## src/rtl/id_ex_stage_if.sv

```systemverilog
// ID/EX stage bus: decoded ID-side fields in, EX-side pipeline register out,
// plus the hazard/flush controls and performance counters.
interface id_ex_stage_if #(
   parameter int XLEN  = 32,
   parameter int CNT_W = 16
);
   logic             ID_valid;
   logic [4:0]       ID_rs1_addr;
   logic [4:0]       ID_rs2_addr;
   logic [4:0]       ID_rd_addr;
   logic             ID_use_rs1;
   logic             ID_use_rs2;
   logic [XLEN-1:0]  ID_rs1_data;
   logic [XLEN-1:0]  ID_rs2_data;
   logic [XLEN-1:0]  ID_imm;
   logic [XLEN-1:0]  ID_pc;
   logic [15:0]      ID_ctrl;
   logic             ID_MemRead;
   logic [3:0]       ID_MemWrite;
   logic             ID_RegWrite;

   logic             mem_stall;
   logic             branch_flush;
   logic             clr_cnt;

   logic             EX_valid;
   logic [4:0]       EX_rs1_addr;
   logic [4:0]       EX_rs2_addr;
   logic [4:0]       EX_rd_addr;
   logic [XLEN-1:0]  EX_rs1_data;
   logic [XLEN-1:0]  EX_rs2_data;
   logic [XLEN-1:0]  EX_imm;
   logic [XLEN-1:0]  EX_pc;
   logic [15:0]      EX_ctrl;
   logic             EX_MemRead;
   logic [3:0]       EX_MemWrite;
   logic             EX_RegWrite;

   logic             stall_IF_ID;
   logic [CNT_W-1:0] bubble_cnt;
   logic [CNT_W-1:0] flush_cnt;

   modport master (
      output ID_valid, ID_rs1_addr, ID_rs2_addr, ID_rd_addr, ID_use_rs1, ID_use_rs2,
             ID_rs1_data, ID_rs2_data, ID_imm, ID_pc, ID_ctrl, ID_MemRead,
             ID_MemWrite, ID_RegWrite, mem_stall, branch_flush, clr_cnt,
      input  EX_valid, EX_rs1_addr, EX_rs2_addr, EX_rd_addr, EX_rs1_data,
             EX_rs2_data, EX_imm, EX_pc, EX_ctrl, EX_MemRead, EX_MemWrite,
             EX_RegWrite, stall_IF_ID, bubble_cnt, flush_cnt
   );

   modport slave (
      input  ID_valid, ID_rs1_addr, ID_rs2_addr, ID_rd_addr, ID_use_rs1, ID_use_rs2,
             ID_rs1_data, ID_rs2_data, ID_imm, ID_pc, ID_ctrl, ID_MemRead,
             ID_MemWrite, ID_RegWrite, mem_stall, branch_flush, clr_cnt,
      output EX_valid, EX_rs1_addr, EX_rs2_addr, EX_rd_addr, EX_rs1_data,
             EX_rs2_data, EX_imm, EX_pc, EX_ctrl, EX_MemRead, EX_MemWrite,
             EX_RegWrite, stall_IF_ID, bubble_cnt, flush_cnt
   );
endinterface

```

## src/rtl/id_ex_stage.sv

```systemverilog
// ID/EX pipeline register with load-use hazard detection, bubble insertion,
// branch flush and saturating bubble/flush counters.
//
// Per-cycle action, highest priority first:
//   mem_stall    | hold EX register and counters, stall IF/ID
//   branch_flush | bubble into EX, ID instruction squashed, count flush
//   load_use     | bubble into EX, stall IF/ID so ID is re-presented, count bubble
//   otherwise    | capture ID into EX
module id_ex_stage #(
   parameter int XLEN  = 32,
   parameter int CNT_W = 16
) (
   input logic           clk,
   input logic           rst,
   id_ex_stage_if.slave  bus
);
   localparam logic [CNT_W-1:0] CNT_MAX  = {CNT_W{1'b1}};
   localparam logic [XLEN-1:0]  XLEN_ZERO = {XLEN{1'b0}};

   logic hazard_rs1;
   logic hazard_rs2;
   logic load_use;
   logic insert_bubble;

   // Load in EX whose rd is read by the instruction in ID; x0 never hazards.
   always_comb begin
      hazard_rs1 = bus.ID_use_rs1 && (bus.ID_rs1_addr == bus.EX_rd_addr);
      hazard_rs2 = bus.ID_use_rs2 && (bus.ID_rs2_addr == bus.EX_rd_addr);
      load_use   = bus.ID_valid && bus.EX_valid && bus.EX_MemRead &&
                   (bus.EX_rd_addr != 5'd0) && (hazard_rs1 || hazard_rs2);
   end

   // A flush squashes ID, so it overrides the hazard stall.
   always_comb begin
      insert_bubble   = bus.branch_flush || load_use;
      bus.stall_IF_ID = bus.mem_stall || (!bus.branch_flush && load_use);
   end

   // EX pipeline register; a bubble zeroes addresses too so forwarding never matches it.
   always_ff @(posedge clk or negedge rst) begin
      if (!rst) begin
         bus.EX_valid    <= 1'b0;
         bus.EX_rs1_addr <= 5'd0;
         bus.EX_rs2_addr <= 5'd0;
         bus.EX_rd_addr  <= 5'd0;
         bus.EX_rs1_data <= XLEN_ZERO;
         bus.EX_rs2_data <= XLEN_ZERO;
         bus.EX_imm      <= XLEN_ZERO;
         bus.EX_pc       <= XLEN_ZERO;
         bus.EX_ctrl     <= 16'd0;
         bus.EX_MemRead  <= 1'b0;
         bus.EX_MemWrite <= 4'd0;
         bus.EX_RegWrite <= 1'b0;
      end else if (bus.mem_stall) begin
         // freeze
      end else if (insert_bubble) begin
         bus.EX_valid    <= 1'b0;
         bus.EX_rs1_addr <= 5'd0;
         bus.EX_rs2_addr <= 5'd0;
         bus.EX_rd_addr  <= 5'd0;
         bus.EX_rs1_data <= XLEN_ZERO;
         bus.EX_rs2_data <= XLEN_ZERO;
         bus.EX_imm      <= XLEN_ZERO;
         bus.EX_pc       <= XLEN_ZERO;
         bus.EX_ctrl     <= 16'd0;
         bus.EX_MemRead  <= 1'b0;
         bus.EX_MemWrite <= 4'd0;
         bus.EX_RegWrite <= 1'b0;
      end else begin
         // side-effecting controls are gated by ID_valid; data is don't-care when invalid
         bus.EX_valid    <= bus.ID_valid;
         bus.EX_rs1_addr <= bus.ID_rs1_addr;
         bus.EX_rs2_addr <= bus.ID_rs2_addr;
         bus.EX_rd_addr  <= bus.ID_rd_addr;
         bus.EX_rs1_data <= bus.ID_rs1_data;
         bus.EX_rs2_data <= bus.ID_rs2_data;
         bus.EX_imm      <= bus.ID_imm;
         bus.EX_pc       <= bus.ID_pc;
         bus.EX_ctrl     <= bus.ID_valid ? bus.ID_ctrl : 16'd0;
         bus.EX_MemRead  <= bus.ID_valid && bus.ID_MemRead;
         bus.EX_MemWrite <= bus.ID_valid ? bus.ID_MemWrite : 4'd0;
         bus.EX_RegWrite <= bus.ID_valid && bus.ID_RegWrite;
      end
   end

   // Saturating event counters; clear wins over increment and works during a stall.
   always_ff @(posedge clk or negedge rst) begin
      if (!rst) begin
         bus.bubble_cnt <= '0;
         bus.flush_cnt  <= '0;
      end else if (bus.clr_cnt) begin
         bus.bubble_cnt <= '0;
         bus.flush_cnt  <= '0;
      end else if (!bus.mem_stall) begin
         if (bus.branch_flush) begin
            if (bus.flush_cnt != CNT_MAX) bus.flush_cnt <= bus.flush_cnt + 1'b1;
         end else if (load_use) begin
            if (bus.bubble_cnt != CNT_MAX) bus.bubble_cnt <= bus.bubble_cnt + 1'b1;
         end
      end
   end
endmodule

```

## src/flat_wrapper.sv

```systemverilog
// flat-port wrapper written by rule: the top's interface ports become plain ports
module id_ex_stage_flat 
#(
   parameter int XLEN  = 32,
   parameter int CNT_W = 16
)
  (clk, rst, bus_ID_valid, bus_ID_rs1_addr, bus_ID_rs2_addr, bus_ID_rd_addr, bus_ID_use_rs1, bus_ID_use_rs2, bus_ID_rs1_data, bus_ID_rs2_data, bus_ID_imm, bus_ID_pc, bus_ID_ctrl, bus_ID_MemRead, bus_ID_MemWrite, bus_ID_RegWrite, bus_mem_stall, bus_branch_flush, bus_clr_cnt, bus_EX_valid, bus_EX_rs1_addr, bus_EX_rs2_addr, bus_EX_rd_addr, bus_EX_rs1_data, bus_EX_rs2_data, bus_EX_imm, bus_EX_pc, bus_EX_ctrl, bus_EX_MemRead, bus_EX_MemWrite, bus_EX_RegWrite, bus_stall_IF_ID, bus_bubble_cnt, bus_flush_cnt);
  id_ex_stage_if #(.XLEN(XLEN), .CNT_W(CNT_W)) bus_i ();
  input logic clk;
  input logic rst;
  input wire logic [$bits(bus_i.ID_valid)-1:0] bus_ID_valid;
  input wire logic [$bits(bus_i.ID_rs1_addr)-1:0] bus_ID_rs1_addr;
  input wire logic [$bits(bus_i.ID_rs2_addr)-1:0] bus_ID_rs2_addr;
  input wire logic [$bits(bus_i.ID_rd_addr)-1:0] bus_ID_rd_addr;
  input wire logic [$bits(bus_i.ID_use_rs1)-1:0] bus_ID_use_rs1;
  input wire logic [$bits(bus_i.ID_use_rs2)-1:0] bus_ID_use_rs2;
  input wire logic [$bits(bus_i.ID_rs1_data)-1:0] bus_ID_rs1_data;
  input wire logic [$bits(bus_i.ID_rs2_data)-1:0] bus_ID_rs2_data;
  input wire logic [$bits(bus_i.ID_imm)-1:0] bus_ID_imm;
  input wire logic [$bits(bus_i.ID_pc)-1:0] bus_ID_pc;
  input wire logic [$bits(bus_i.ID_ctrl)-1:0] bus_ID_ctrl;
  input wire logic [$bits(bus_i.ID_MemRead)-1:0] bus_ID_MemRead;
  input wire logic [$bits(bus_i.ID_MemWrite)-1:0] bus_ID_MemWrite;
  input wire logic [$bits(bus_i.ID_RegWrite)-1:0] bus_ID_RegWrite;
  input wire logic [$bits(bus_i.mem_stall)-1:0] bus_mem_stall;
  input wire logic [$bits(bus_i.branch_flush)-1:0] bus_branch_flush;
  input wire logic [$bits(bus_i.clr_cnt)-1:0] bus_clr_cnt;
  output wire logic [$bits(bus_i.EX_valid)-1:0] bus_EX_valid;
  output wire logic [$bits(bus_i.EX_rs1_addr)-1:0] bus_EX_rs1_addr;
  output wire logic [$bits(bus_i.EX_rs2_addr)-1:0] bus_EX_rs2_addr;
  output wire logic [$bits(bus_i.EX_rd_addr)-1:0] bus_EX_rd_addr;
  output wire logic [$bits(bus_i.EX_rs1_data)-1:0] bus_EX_rs1_data;
  output wire logic [$bits(bus_i.EX_rs2_data)-1:0] bus_EX_rs2_data;
  output wire logic [$bits(bus_i.EX_imm)-1:0] bus_EX_imm;
  output wire logic [$bits(bus_i.EX_pc)-1:0] bus_EX_pc;
  output wire logic [$bits(bus_i.EX_ctrl)-1:0] bus_EX_ctrl;
  output wire logic [$bits(bus_i.EX_MemRead)-1:0] bus_EX_MemRead;
  output wire logic [$bits(bus_i.EX_MemWrite)-1:0] bus_EX_MemWrite;
  output wire logic [$bits(bus_i.EX_RegWrite)-1:0] bus_EX_RegWrite;
  output wire logic [$bits(bus_i.stall_IF_ID)-1:0] bus_stall_IF_ID;
  output wire logic [$bits(bus_i.bubble_cnt)-1:0] bus_bubble_cnt;
  output wire logic [$bits(bus_i.flush_cnt)-1:0] bus_flush_cnt;
  assign bus_i.ID_valid = bus_ID_valid;
  assign bus_i.ID_rs1_addr = bus_ID_rs1_addr;
  assign bus_i.ID_rs2_addr = bus_ID_rs2_addr;
  assign bus_i.ID_rd_addr = bus_ID_rd_addr;
  assign bus_i.ID_use_rs1 = bus_ID_use_rs1;
  assign bus_i.ID_use_rs2 = bus_ID_use_rs2;
  assign bus_i.ID_rs1_data = bus_ID_rs1_data;
  assign bus_i.ID_rs2_data = bus_ID_rs2_data;
  assign bus_i.ID_imm = bus_ID_imm;
  assign bus_i.ID_pc = bus_ID_pc;
  assign bus_i.ID_ctrl = bus_ID_ctrl;
  assign bus_i.ID_MemRead = bus_ID_MemRead;
  assign bus_i.ID_MemWrite = bus_ID_MemWrite;
  assign bus_i.ID_RegWrite = bus_ID_RegWrite;
  assign bus_i.mem_stall = bus_mem_stall;
  assign bus_i.branch_flush = bus_branch_flush;
  assign bus_i.clr_cnt = bus_clr_cnt;
  assign bus_EX_valid = bus_i.EX_valid;
  assign bus_EX_rs1_addr = bus_i.EX_rs1_addr;
  assign bus_EX_rs2_addr = bus_i.EX_rs2_addr;
  assign bus_EX_rd_addr = bus_i.EX_rd_addr;
  assign bus_EX_rs1_data = bus_i.EX_rs1_data;
  assign bus_EX_rs2_data = bus_i.EX_rs2_data;
  assign bus_EX_imm = bus_i.EX_imm;
  assign bus_EX_pc = bus_i.EX_pc;
  assign bus_EX_ctrl = bus_i.EX_ctrl;
  assign bus_EX_MemRead = bus_i.EX_MemRead;
  assign bus_EX_MemWrite = bus_i.EX_MemWrite;
  assign bus_EX_RegWrite = bus_i.EX_RegWrite;
  assign bus_stall_IF_ID = bus_i.stall_IF_ID;
  assign bus_bubble_cnt = bus_i.bubble_cnt;
  assign bus_flush_cnt = bus_i.flush_cnt;
  id_ex_stage #(.XLEN(XLEN), .CNT_W(CNT_W)) u_core (.clk(clk), .rst(rst), .bus(bus_i));
endmodule
```

## config.mk

```make
export PLATFORM = sky130hd
export DESIGN_NAME = id_ex_stage_flat
export DESIGN_NICKNAME = d
export VERILOG_FILES = /design/src/rtl/id_ex_stage_if.sv /design/src/rtl/id_ex_stage.sv /design/src/flat_wrapper.sv
export SDC_FILE = /design/constraint.sdc
export NUM_CORES = 1
export LEC_CHECK = 0
export CORE_MARGIN = 2
export CORE_UTILIZATION = 25
export DETAILED_ROUTE_END_ITERATION = 10
export GPL_ROUTABILITY_DRIVEN = 0
export HOLD_SLACK_MARGIN = 0.02
export SLEW_MARGIN = 20
export SYNTH_ARGS = -nofsm -noshare
export SYNTH_HDL_FRONTEND = slang
export SYNTH_SLANG_ARGS = --single-unit
```

## constraint.sdc

```tcl
create_clock -name clk -period 2.6 [get_ports clk]
set_input_delay 0.52 -clock clk [delete_from_list [all_inputs] [get_ports clk]]
set_output_delay 0.52 -clock clk [all_outputs]
set_load 0.1 [all_outputs]
```

Word-level counts from Yosys, hierarchy flattened
Index checks and enable logic that the tools add are counted.
{"block": "word_totals", "out_inout_bits": 199, "register_bits": 198, "elab_cells": 65, "input_bits": 173}
{"block": "classes", "reduce_logical": 20, "addsub": 2, "n_mux": 23, "n_eq_ne": 6}
{"operator": "$mux 16", "count": 11}
{"operator": "$mux 32", "count": 4}
{"operator": "$add 16x1->16 const B", "count": 2}
{"operator": "$ne 16x16->1 const B", "count": 2}
{"operator": "$mux 5", "count": 3}
{"operator": "$eq 5x5->1", "count": 2}
{"operator": "$logic_and 1x1->1", "count": 9}
{"operator": "$mux 4", "count": 2}
{"operator": "$reduce_bool 2->1", "count": 4}
{"operator": "$reduce_bool 5->1", "count": 1}
{"operator": "$ne 2x1->1 const B", "count": 2}
{"operator": "$reduce_and 4->1", "count": 1}
{"operator": "$logic_or 1x1->1", "count": 3}
{"operator": "$mux 1", "count": 3}
{"operator": "$reduce_and 3->1", "count": 1}
{"operator": "$logic_not 1->1", "count": 1}

Logic depth before layout (Yosys ltp)
Gate-level depths: netlist of run 1.
{"block": "depth", "ltp_word": 8, "mapped_depth": 7, "depth_no_buf": 6}

Least setup slack after synthesis of run 1
No wires, ideal clock.
{"block": "synth_timing", "path_kind": "reg-to-output", "startpoint": "register u_core.bus.EX_rd_addr[3]", "endpoint": "output bus_stall_IF_ID", "path_slack_ps": -2957, "stages_incl_launch_ff": 6, "required_ps": 2080, "path_buffers": 1, "arrival_ps": 5037, "cell_sequence": "dfrtp_1 > xor2_1 > nor4_2 > a32oi_2 > clkbuf_1 > o41ai_1"}
{"block": "synth_via", "elab_chain_cells": 6, "elab_cells_between_ends": 10, "classes_between": "eq/ne (2); reduce/logical (8)"}
{"item": "from (decl)", "line_no": "id_ex_stage_if.sv:56", "source": "output EX_valid, EX_rs1_addr, EX_rs2_addr, EX_rd_addr, EX_rs1_data,"}
{"item": "from (signal assigned)", "line_no": "id_ex_stage.sv:74", "source": "bus.EX_rd_addr <= bus.ID_rd_addr;"}
{"item": "$eq 5x5->1 (on tied branches)", "line_no": "id_ex_stage.sv:27, id_ex_stage.sv:28"}
{"item": "$logic_and 1x1->1 (on tied branches)", "line_no": "id_ex_stage.sv:27, id_ex_stage.sv:28"}
{"item": "$logic_or 1x1->1", "line_no": "id_ex_stage.sv:30", "source": "(bus.EX_rd_addr != 5'd0) && (hazard_rs1 || hazard_rs2);"}
{"item": "$logic_and 1x1->1 *", "line_no": "id_ex_stage.sv:30"}
{"item": "$logic_and 1x1->1 *", "line_no": "id_ex_stage.sv:36", "source": "bus.stall_IF_ID = bus.mem_stall || (!bus.branch_flush && load_use);"}
{"item": "$logic_or 1x1->1 *", "line_no": "id_ex_stage.sv:36"}
{"item": "to (decl)", "line_no": "flat_wrapper.sv:40", "source": "output wire logic [$bits(bus_i.stall_IF_ID)-1:0] bus_stall_IF_ID;"}
Mark *: on every way between the ends. The rest lies on a longest branch, timed or not.

Final worst setup path of run 1
{"block": "layout_timing", "startpoint": "register u_core.bus.EX_rd_addr[1]", "endpoint": "output bus_stall_IF_ID"}
Same word-level chain as after synthesis.

==> flow_summary.yaml, run 1 <==
clock_tree:
  cts_tree: "built"
  clkLatencyLatePin_ns: 0.45
  htree_num_levels: 4
  hold_buffers_post_cts: 0
  cts_root_buffer: "sky130_fd_sc_hd__clkbuf_16"
  clk_path_buf_depth: 2
  clock_sink_total: 198
  cts-buffers-inserted: 17
  clkSlewWorstSetupHoldPaths_ns: 0.08
power:
  p_leak_nw: 5.740
  ir_drop_mv: 0.3821
  power-per-cell-area_nw_per_um2: 731.5
setup_path:
  regToRegStartpoint: "u_core.bus.EX_rd_addr[1]"
  startpoint_type_of_the_worst_setup_path: "flop"
  worst-path-max-fanout: 4
  worstSetupPathType: "reg -> out"
  arrival_ns: 2.19
  setup.worst_path.start: "u_core.bus.EX_rd_addr[1]"
  critical_path.endpoint_type: "primary output"
  cp_data_required_time_ns: 2.08
grt:
  grt_start_max_net_pins: 167
  overflow_left_after_global_routing: 0
  global_route_usage_over_all_layers_pct: 15.78
  fraction_of_met1_tracks_used_by_global_routing_pct: 20.60
  globalRoute.busiestLayer: "met2"
  grt_antenna_before_repair: 4
  global_route_wire_length_before_repair_mm: 40.37
  groute.layer.met2.usage_pct: 25.44
  via_count_of_the_first_global_routing_pass: 6675
  grt_use_met3_pct: 4.426
place:
  dpl_cell_area_um2: 11580
  placedCellCount: 1330
  port_buffers: 371
  placed_wire_length_estimate_after_detailed_placement_mm: 17.82
sta:
  period_share_pct: 104.4
  min_period_ns: 2.713
  clock.fmax_ghz: 0.3685
  rsz0062_at_grt: "yes"
  timing.final.ws_setup_ns: -0.1134
  max_slew_margin_pct: 39.35
  tightestPinTransition_ns: 0.9098
  worst_clock_skew_ns: 0.01398
  hold_violations: 0
  final-setup-viol-count: 1
  number_of_pins_exceeding_their_max_slew_limit_in_the_final_report: 0
drt:
  viasPerCell: 4.770
  finalWirelength_mm: 26.21
  drt_iter0_drc: 303
  post-route-drc-count: 0
  route.vias.total: 6526
  route.antenna.remaining_nets: 0
  detailedRoute.firstPassIterationCount: 4
  average_wire_per_standard_cell_um: 19.16
floorplanning:
  floorplan.die_area_um2: 32570
  floorplan.rows: 64
  die_h_um: 180.5
  design.portCount: 372
  die_w_um: 180.5
  core-area_um2: 30670
  start_util_pct: 25.39
final_layout:
  final_cell_count_no_fill: 1368
  flow.area_growth_from_synthesis_pct: 58.62
  proportion_of_layout_cells_with_a_drive_suffix_above_1_pct: 28.87
  fin_area_um2: 12350
  final_net_count: 1132
  fill_cell_count: 2956
  sequential_cell_area_um2: 4979
  multiInputGateArea_um2: 2645
yosys:
  netlist_instances: 590
  synth_cell_type_count: 42
  synth-seq-cells: 198
  synthesis.yosys.warnings: 0
  synth_sequential_area_ratio_pct: 63.63
  synthesis.area_um2: 7786
  syn_nets: 765
  syn-mean-instance-area_um2: 13.20
flow_run:
  drv.max_cap_violation_count: 0
outcome:
  outcome: "finished, violations left"
  violations: "negative setup slack"
min_path:
  hp-class: "in -> async"
[cells in the mapped netlist]
master	instances	area, um2
sky130_fd_sc_hd__or3b_2	1	8.760
sky130_fd_sc_hd__buf_1	1	3.750
sky130_fd_sc_hd__clkbuf_1	31	116.4
sky130_fd_sc_hd__nand3_1	9	45.04
sky130_fd_sc_hd__nand4_1	12	75.07
sky130_fd_sc_hd__and4_1	1	8.760
sky130_fd_sc_hd__nor3_1	6	30.03
sky130_fd_sc_hd__o31ai_1	7	52.55
sky130_fd_sc_hd__o21ai_0	4	20.02
sky130_fd_sc_hd__a22o_1	144	1261
sky130_fd_sc_hd__o211ai_1	2	15.01
sky130_fd_sc_hd__inv_1	4	15.01
sky130_fd_sc_hd__a21oi_1	11	55.05
sky130_fd_sc_hd__or4_1	10	75.07
sky130_fd_sc_hd__and3_1	6	37.54
sky130_fd_sc_hd__dfrtp_1	198	4955
sky130_fd_sc_hd__clkbuf_2	1	5.000
sky130_fd_sc_hd__mux2_2	3	33.78
sky130_fd_sc_hd__mux2_1	3	33.78
sky130_fd_sc_hd__or3_1	4	25.02
sky130_fd_sc_hd__nand2_1	11	41.29
sky130_fd_sc_hd__a2111o_1	1	11.26
sky130_fd_sc_hd__nor2_1	26	97.59
sky130_fd_sc_hd__a211o_1	2	17.52
sky130_fd_sc_hd__o31a_1	1	8.760
sky130_fd_sc_hd__o41ai_1	1	8.760
sky130_fd_sc_hd__a32oi_2	1	16.27
sky130_fd_sc_hd__nor4_2	1	12.51
sky130_fd_sc_hd__buf_2	16	80.08
sky130_fd_sc_hd__nand2b_1	1	6.260
sky130_fd_sc_hd__a32o_1	22	220.2
sky130_fd_sc_hd__o21ba_2	1	10.01
sky130_fd_sc_hd__and2_1	2	12.51
sky130_fd_sc_hd__xnor2_1	11	96.34
sky130_fd_sc_hd__nor2b_1	7	43.79
sky130_fd_sc_hd__nor4_1	6	37.54
sky130_fd_sc_hd__a211oi_1	3	22.52
sky130_fd_sc_hd__or2_2	1	6.260
sky130_fd_sc_hd__xor2_1	14	122.6
sky130_fd_sc_hd__ha_1	2	25.02
sky130_fd_sc_hd__mux2i_1	1	10.01
sky130_fd_sc_hd__nor3b_1	1	7.510
[cells by family after synthesis]
family | after synthesis | share of synthesized area (%)
AO/OA/AOI/OAI | 200 | 22.08
XOR/XNOR | 25 | 2.812
adder cells (fa/ha/maj) | 2 | 0.3213
buffers and inverters | 53 | 2.828
flip-flops | 198 | 63.63
multiplexers | 7 | 0.9962
AND/OR/NAND/NOR | 105 | 7.328
[layout by cell type (no fill, tap or decap), types with 6 or more instances in the layout]
master	Yosys	routed
sky130_fd_sc_hd__clkdlybuf4s50_1	0	168
sky130_fd_sc_hd__nor3_1	6	6
sky130_fd_sc_hd__dfrtp_1	198	189
sky130_fd_sc_hd__or4_1	10	10
sky130_fd_sc_hd__xor2_1	14	13
sky130_fd_sc_hd__and3_1	6	6
sky130_fd_sc_hd__nand2_1	11	11
sky130_fd_sc_hd__a21oi_1	11	11
sky130_fd_sc_hd__nor2b_1	7	7
sky130_fd_sc_hd__buf_4	0	217
sky130_fd_sc_hd__xnor2_1	11	11
sky130_fd_sc_hd__a32o_1	22	22
sky130_fd_sc_hd__clkbuf_16	0	19
sky130_fd_sc_hd__o31ai_1	7	7
sky130_fd_sc_hd__a22o_1	144	144
sky130_fd_sc_hd__nor2_1	26	26
sky130_fd_sc_hd__nand4_1	12	12
sky130_fd_sc_hd__nand3_1	9	9
[final timing paths]
check / endpoint / slack [ns] / depth (start not counted)
worst max-delay path: bus_stall_IF_ID / -0.11 / 5
worst min register to register: u_core.bus.EX_MemWrite[0] / 0.50 / 1
worst max register to register: u_core.bus.EX_MemWrite[2] / 0.08 / 7
worst min-delay path: u_core.bus.EX_ctrl[4] / 0.07 / 1
min in group clk: u_core.bus.EX_rs1_addr[1] / 0.37 / 2
max in group asynchronous: u_core.bus.EX_rs1_data[10] / 1.74 / 2
[layer usage]
metal	share of wire [%]	vias up
met5	0.050	-
met4	1.5	2
met3	6.4	27
met2	48	252
met1	44	3250
li1	-	2995
[report_power, final]
part           switching (mW)  total, mW  internal (mW)
Combinational            1.86       2.54          0.675
Clock                    1.28       3.09           1.81
Sequential              0.132       3.41           3.28
[critical path, stage by stage, from the launching register on]
cell                      delay, ns
sky130_fd_sc_hd__dfrtp_4       0.51
sky130_fd_sc_hd__xor2_1        0.17
sky130_fd_sc_hd__nor4_2        0.31
sky130_fd_sc_hd__a32oi_2       0.23
sky130_fd_sc_hd__o41ai_4       0.30
sky130_fd_sc_hd__buf_12        0.22
[state kept, by name, summed over array words and instances, names as in the netlist]
| name | flops |
|---|---|
| u_core.bus.EX_rs1_data | 32 |
| u_core.bus.EX_MemRead | 1 |
| u_core.bus.EX_rs1_addr | 5 |
| u_core.bus.EX_RegWrite | 1 |
| u_core.bus.EX_rs2_data | 32 |
| u_core.bus.EX_rd_addr | 5 |
| u_core.bus.flush_cnt | 16 |
| u_core.bus.EX_MemWrite | 4 |
| u_core.bus.EX_imm | 32 |
| u_core.bus.EX_pc | 32 |
| u_core.bus.EX_rs2_addr | 5 |
| u_core.bus.bubble_cnt | 16 |
| u_core.bus.EX_ctrl | 16 |
| u_core.bus.EX_valid | 1 |
[repair_timing]
action	in CTS	in global routing
pin swaps	5	0
cloned	0	2
buffers inserted	2	0
setup endpoints to repair	1	5
gates resized for setup	3	2
[final cells by class]
cell class	instances	share of cell area (%)
Multi-Input combinational cell	339	21.42
Inverter	4	0.1216
Sequential cell	198	40.31
Timing Repair Buffer	397	28.62
Tap cell	396	4.012
Antenna cell	2	0.04052
Clock buffer	20	3.779
Clock inverter	12	1.702
[metrics by stage]
step | TNS (ns) | setup slack, ns | power, mW | utilization [%] | hold slack [ns]
after floorplan | -0.6201 | -0.6201 | 5.173 | - | 0.2244
after global placement | -38.89 | -0.3420 | 5.993 | 37.76 | 0.4728
after detailed placement | -42.21 | -0.3505 | 6.003 | 37.76 | 0.4824
after CTS | -0.1522 | -0.1522 | 9.128 | 40.06 | 0.1005
after global routing | -0.6878 | -0.2368 | 9.355 | 40.26 | 0.1227
final | -0.1134 | -0.1134 | 9.035 | 40.27 | 0.07215
No activity file was read; power rests on OpenSTA's default activity.
==> inputs of run 2 (changes only) <==
Settings changed: HOLD_SLACK_MARGIN 0.02 to 0.15.
==> run 2 against run 1 <==
Effect of this change: the run still ends with negative setup slack left; via count grew 0.35%; count of clock-buffer cells in the layout is the same; utilization is essentially flat; sequential cell count is the same; worst setup slack lost 0.00098 ns; cell area is essentially flat; combinational power is essentially flat; die area is the same; sequential power is essentially flat; total power is essentially flat; global-route usage is essentially flat; largest cell class unchanged; largest power group unchanged.
==> flow_summary.yaml, run 2 (synthesis results as in run 1) <==
drt:
  average_wire_per_standard_cell_um: 19.14
  drt_iter0_drc: 286
  route.vias.total: 6549
  finalWirelength_mm: 26.21
  viasPerCell: 4.784
  detailedRoute.firstPassIterationCount: 6
  route.antenna.remaining_nets: 0
  post-route-drc-count: 0
clock_tree:
  cts_tree: "built"
  cts-buffers-inserted: 17
  clkSlewWorstSetupHoldPaths_ns: 0.08
  cts_root_buffer: "sky130_fd_sc_hd__clkbuf_16"
  clk_path_buf_depth: 2
  clkLatencyLatePin_ns: 0.44
  htree_num_levels: 4
  clock_sink_total: 198
final_layout:
  commonest_non_fill_non_tap_cell_in_the_layout: "sky130_fd_sc_hd__buf_4"
  flow.area_growth_from_synthesis_pct: 58.75
  final_net_count: 1133
  fill_cell_count: 2955
  proportion_of_layout_cells_with_a_drive_suffix_above_1_pct: 28.84
  most-common-layout-cells: "217 x sky130_fd_sc_hd__buf_4, 189 x sky130_fd_sc_hd__dfrtp_1, 168 x sky130_fd_sc_hd__clkdlybuf4s50_1"
floorplanning:
  design.portCount: 372
  die_w_um: 180.5
  die_h_um: 180.5
  floorplan.rows: 64
  start_util_pct: 25.39
  core-area_um2: 30670
  floorplan.die_area_um2: 32570
setup_path:
  worstSetupPathType: "reg -> out"
  timing.critical_path.cells: "xor2_1, nor4_2, a32oi_2, o41ai_4, buf_12"
  worst-path-max-fanout: 4
  cp_slowest_cell: "sky130_fd_sc_hd__dfrtp_4"
  arrival_ns: 2.19
  startpoint_type_of_the_worst_setup_path: "flop"
  cp_data_required_time_ns: 2.08
  critPathMaxStageDelay_ns: 0.51
  critical_path.endpoint_type: "primary output"
  critical_path.top_delay_family: "compound AO/OA/AOI/OAI gates"
  worstPathBufferInverterCount: 1
  r2r_setup_slack_ns: 0.08
sta:
  period_share_pct: 104.4
  rsz0062_at_grt: "yes"
  final-setup-viol-count: 1
  number_of_pins_exceeding_their_max_slew_limit_in_the_final_report: 0
  aggregate_negative_setup_slack_ns: -0.1144
  hold-worst-slack_ns: 0.3642
  tightestPinTransition_ns: 0.9316
  min_period_ns: 2.714
  max_slew_margin_pct: 37.90
  hold_violations: 0
  worst_clock_skew_ns: 0.008334
  clock.fmax_ghz: 0.3684
  timing.final.ws_setup_ns: -0.1144
grt:
  grt_start_max_net_pins: 167
  global_route_wire_length_before_repair_mm: 40.41
  grt_antenna_before_repair: 4
  via_count_of_the_first_global_routing_pass: 6685
  global_route_usage_over_all_layers_pct: 15.79
  overflow_left_after_global_routing: 0
outcome:
  outcome: "finished, violations left"
  violations: "negative setup slack"
power:
  power.clock.fraction_pct: 34.1
  combPwrFrac_pct: 28.1
  power-per-cell-area_nw_per_um2: 730.5
  seq_power_share_pct: 37.7
  power_switching_share_pct: 36.23
  ir_drop_mv: 0.3827
  cellInternalPower_mw: 5.758
  p_switching_mw: 3.271
  total_power_mw: 9.029
  p_leak_nw: 5.744
place:
  place_ws_ns: -0.3505
  placed_wire_length_estimate_after_detailed_placement_mm: 17.82
  port_buffers: 371
min_path:
  hp-class: "in -> reg"
flow_run:
  drv.max_cap_violation_count: 0
run 2: area by class of cell:
cell class              count  area, um2  share of cell area (%)
clock inverters            12      210.2                   1.701
well taps                 396      495.5                   4.009
inverters                   4      15.01                  0.1215
repair buffers            398       3545                   28.68
flip-flops and latches    198       4979                   40.28
clock buffers              20      466.7                   3.776
diodes                      2      5.005                 0.04049
multi-input cells         339       2645                   21.40
run 2: power by group through the flow:
| stage | logic [mW] | registers, mW | clock network (mW) |
|---|---|---|---|
| after floorplan | 0.302 | 4.87 | 0 |
| after global placement | 2.53 | 3.46 | 0 |
| after detailed placement | 2.54 | 3.46 | 0 |
| after CTS | 2.55 | 3.41 | 3.17 |
| after global routing | 2.63 | 3.44 | 3.29 |
| final | 2.54 | 3.41 | 3.08 |
run 2: worst register-to-register path: stages (launching register included):
cell                      delay [ns]
sky130_fd_sc_hd__dfrtp_4        0.51
sky130_fd_sc_hd__xor2_1         0.17
sky130_fd_sc_hd__nor4_2         0.32
sky130_fd_sc_hd__a32oi_2        0.23
sky130_fd_sc_hd__buf_4          0.19
sky130_fd_sc_hd__o31a_2         0.47
sky130_fd_sc_hd__buf_12         0.23
sky130_fd_sc_hd__a32o_1         0.30
run 2: worst paths after layout:
kind                                               to  depth (start not counted)                     start
max reg2reg                 u_core.bus.EX_MemWrite[2]                          7  u_core.bus.EX_rd_addr[1]
min in group asynchronous       u_core.bus.EX_ctrl[4]                          2                       rst
max in group asynchronous  u_core.bus.EX_rs1_data[10]                          3                       rst
min reg2reg                     u_core.bus.EX_ctrl[3]                          1     u_core.bus.EX_ctrl[3]
min                         u_core.bus.EX_rs1_addr[1]                          2        bus_ID_rs1_addr[1]
max                                   bus_stall_IF_ID                          5  u_core.bus.EX_rd_addr[1]
run 2: per-stage QoR:
step	cells	instance area [um2]	utilization, %
after global placement	1330	11580	37.76
after floorplan	590	7839	-
after detailed placement	1330	11580	37.76
after global routing	1368	12360	40.29
after CTS	1365	12300	40.09
final	1369	12360	40.30
run 2: repair_timing:
item                                    4_1_cts  5_1_grt
hold endpoints to repair                     63        0
hold buffers                                  1        0
cloned                                        0        2
buffers inserted                              2        0
pin swaps                                     5        0
endpoints found under the setup margin        1        5
gates resized for setup                       3        2
run 2: per-layer routing:
metal,share of wire [%],GRT usage (%),vias up
met3,6.7,4.426,30
li1,-,-,2996
met2,48,25.47,250
met1,44,20.62,3271
met5,0.050,0,-
met4,1.5,4.839,2
==> inputs of run 3 (changes only) <==
Settings changed: TNS_END_PERCENT from default to 100.
==> results of run 3 <==
Final layout, timing and power as in run 2 (identical DEF).
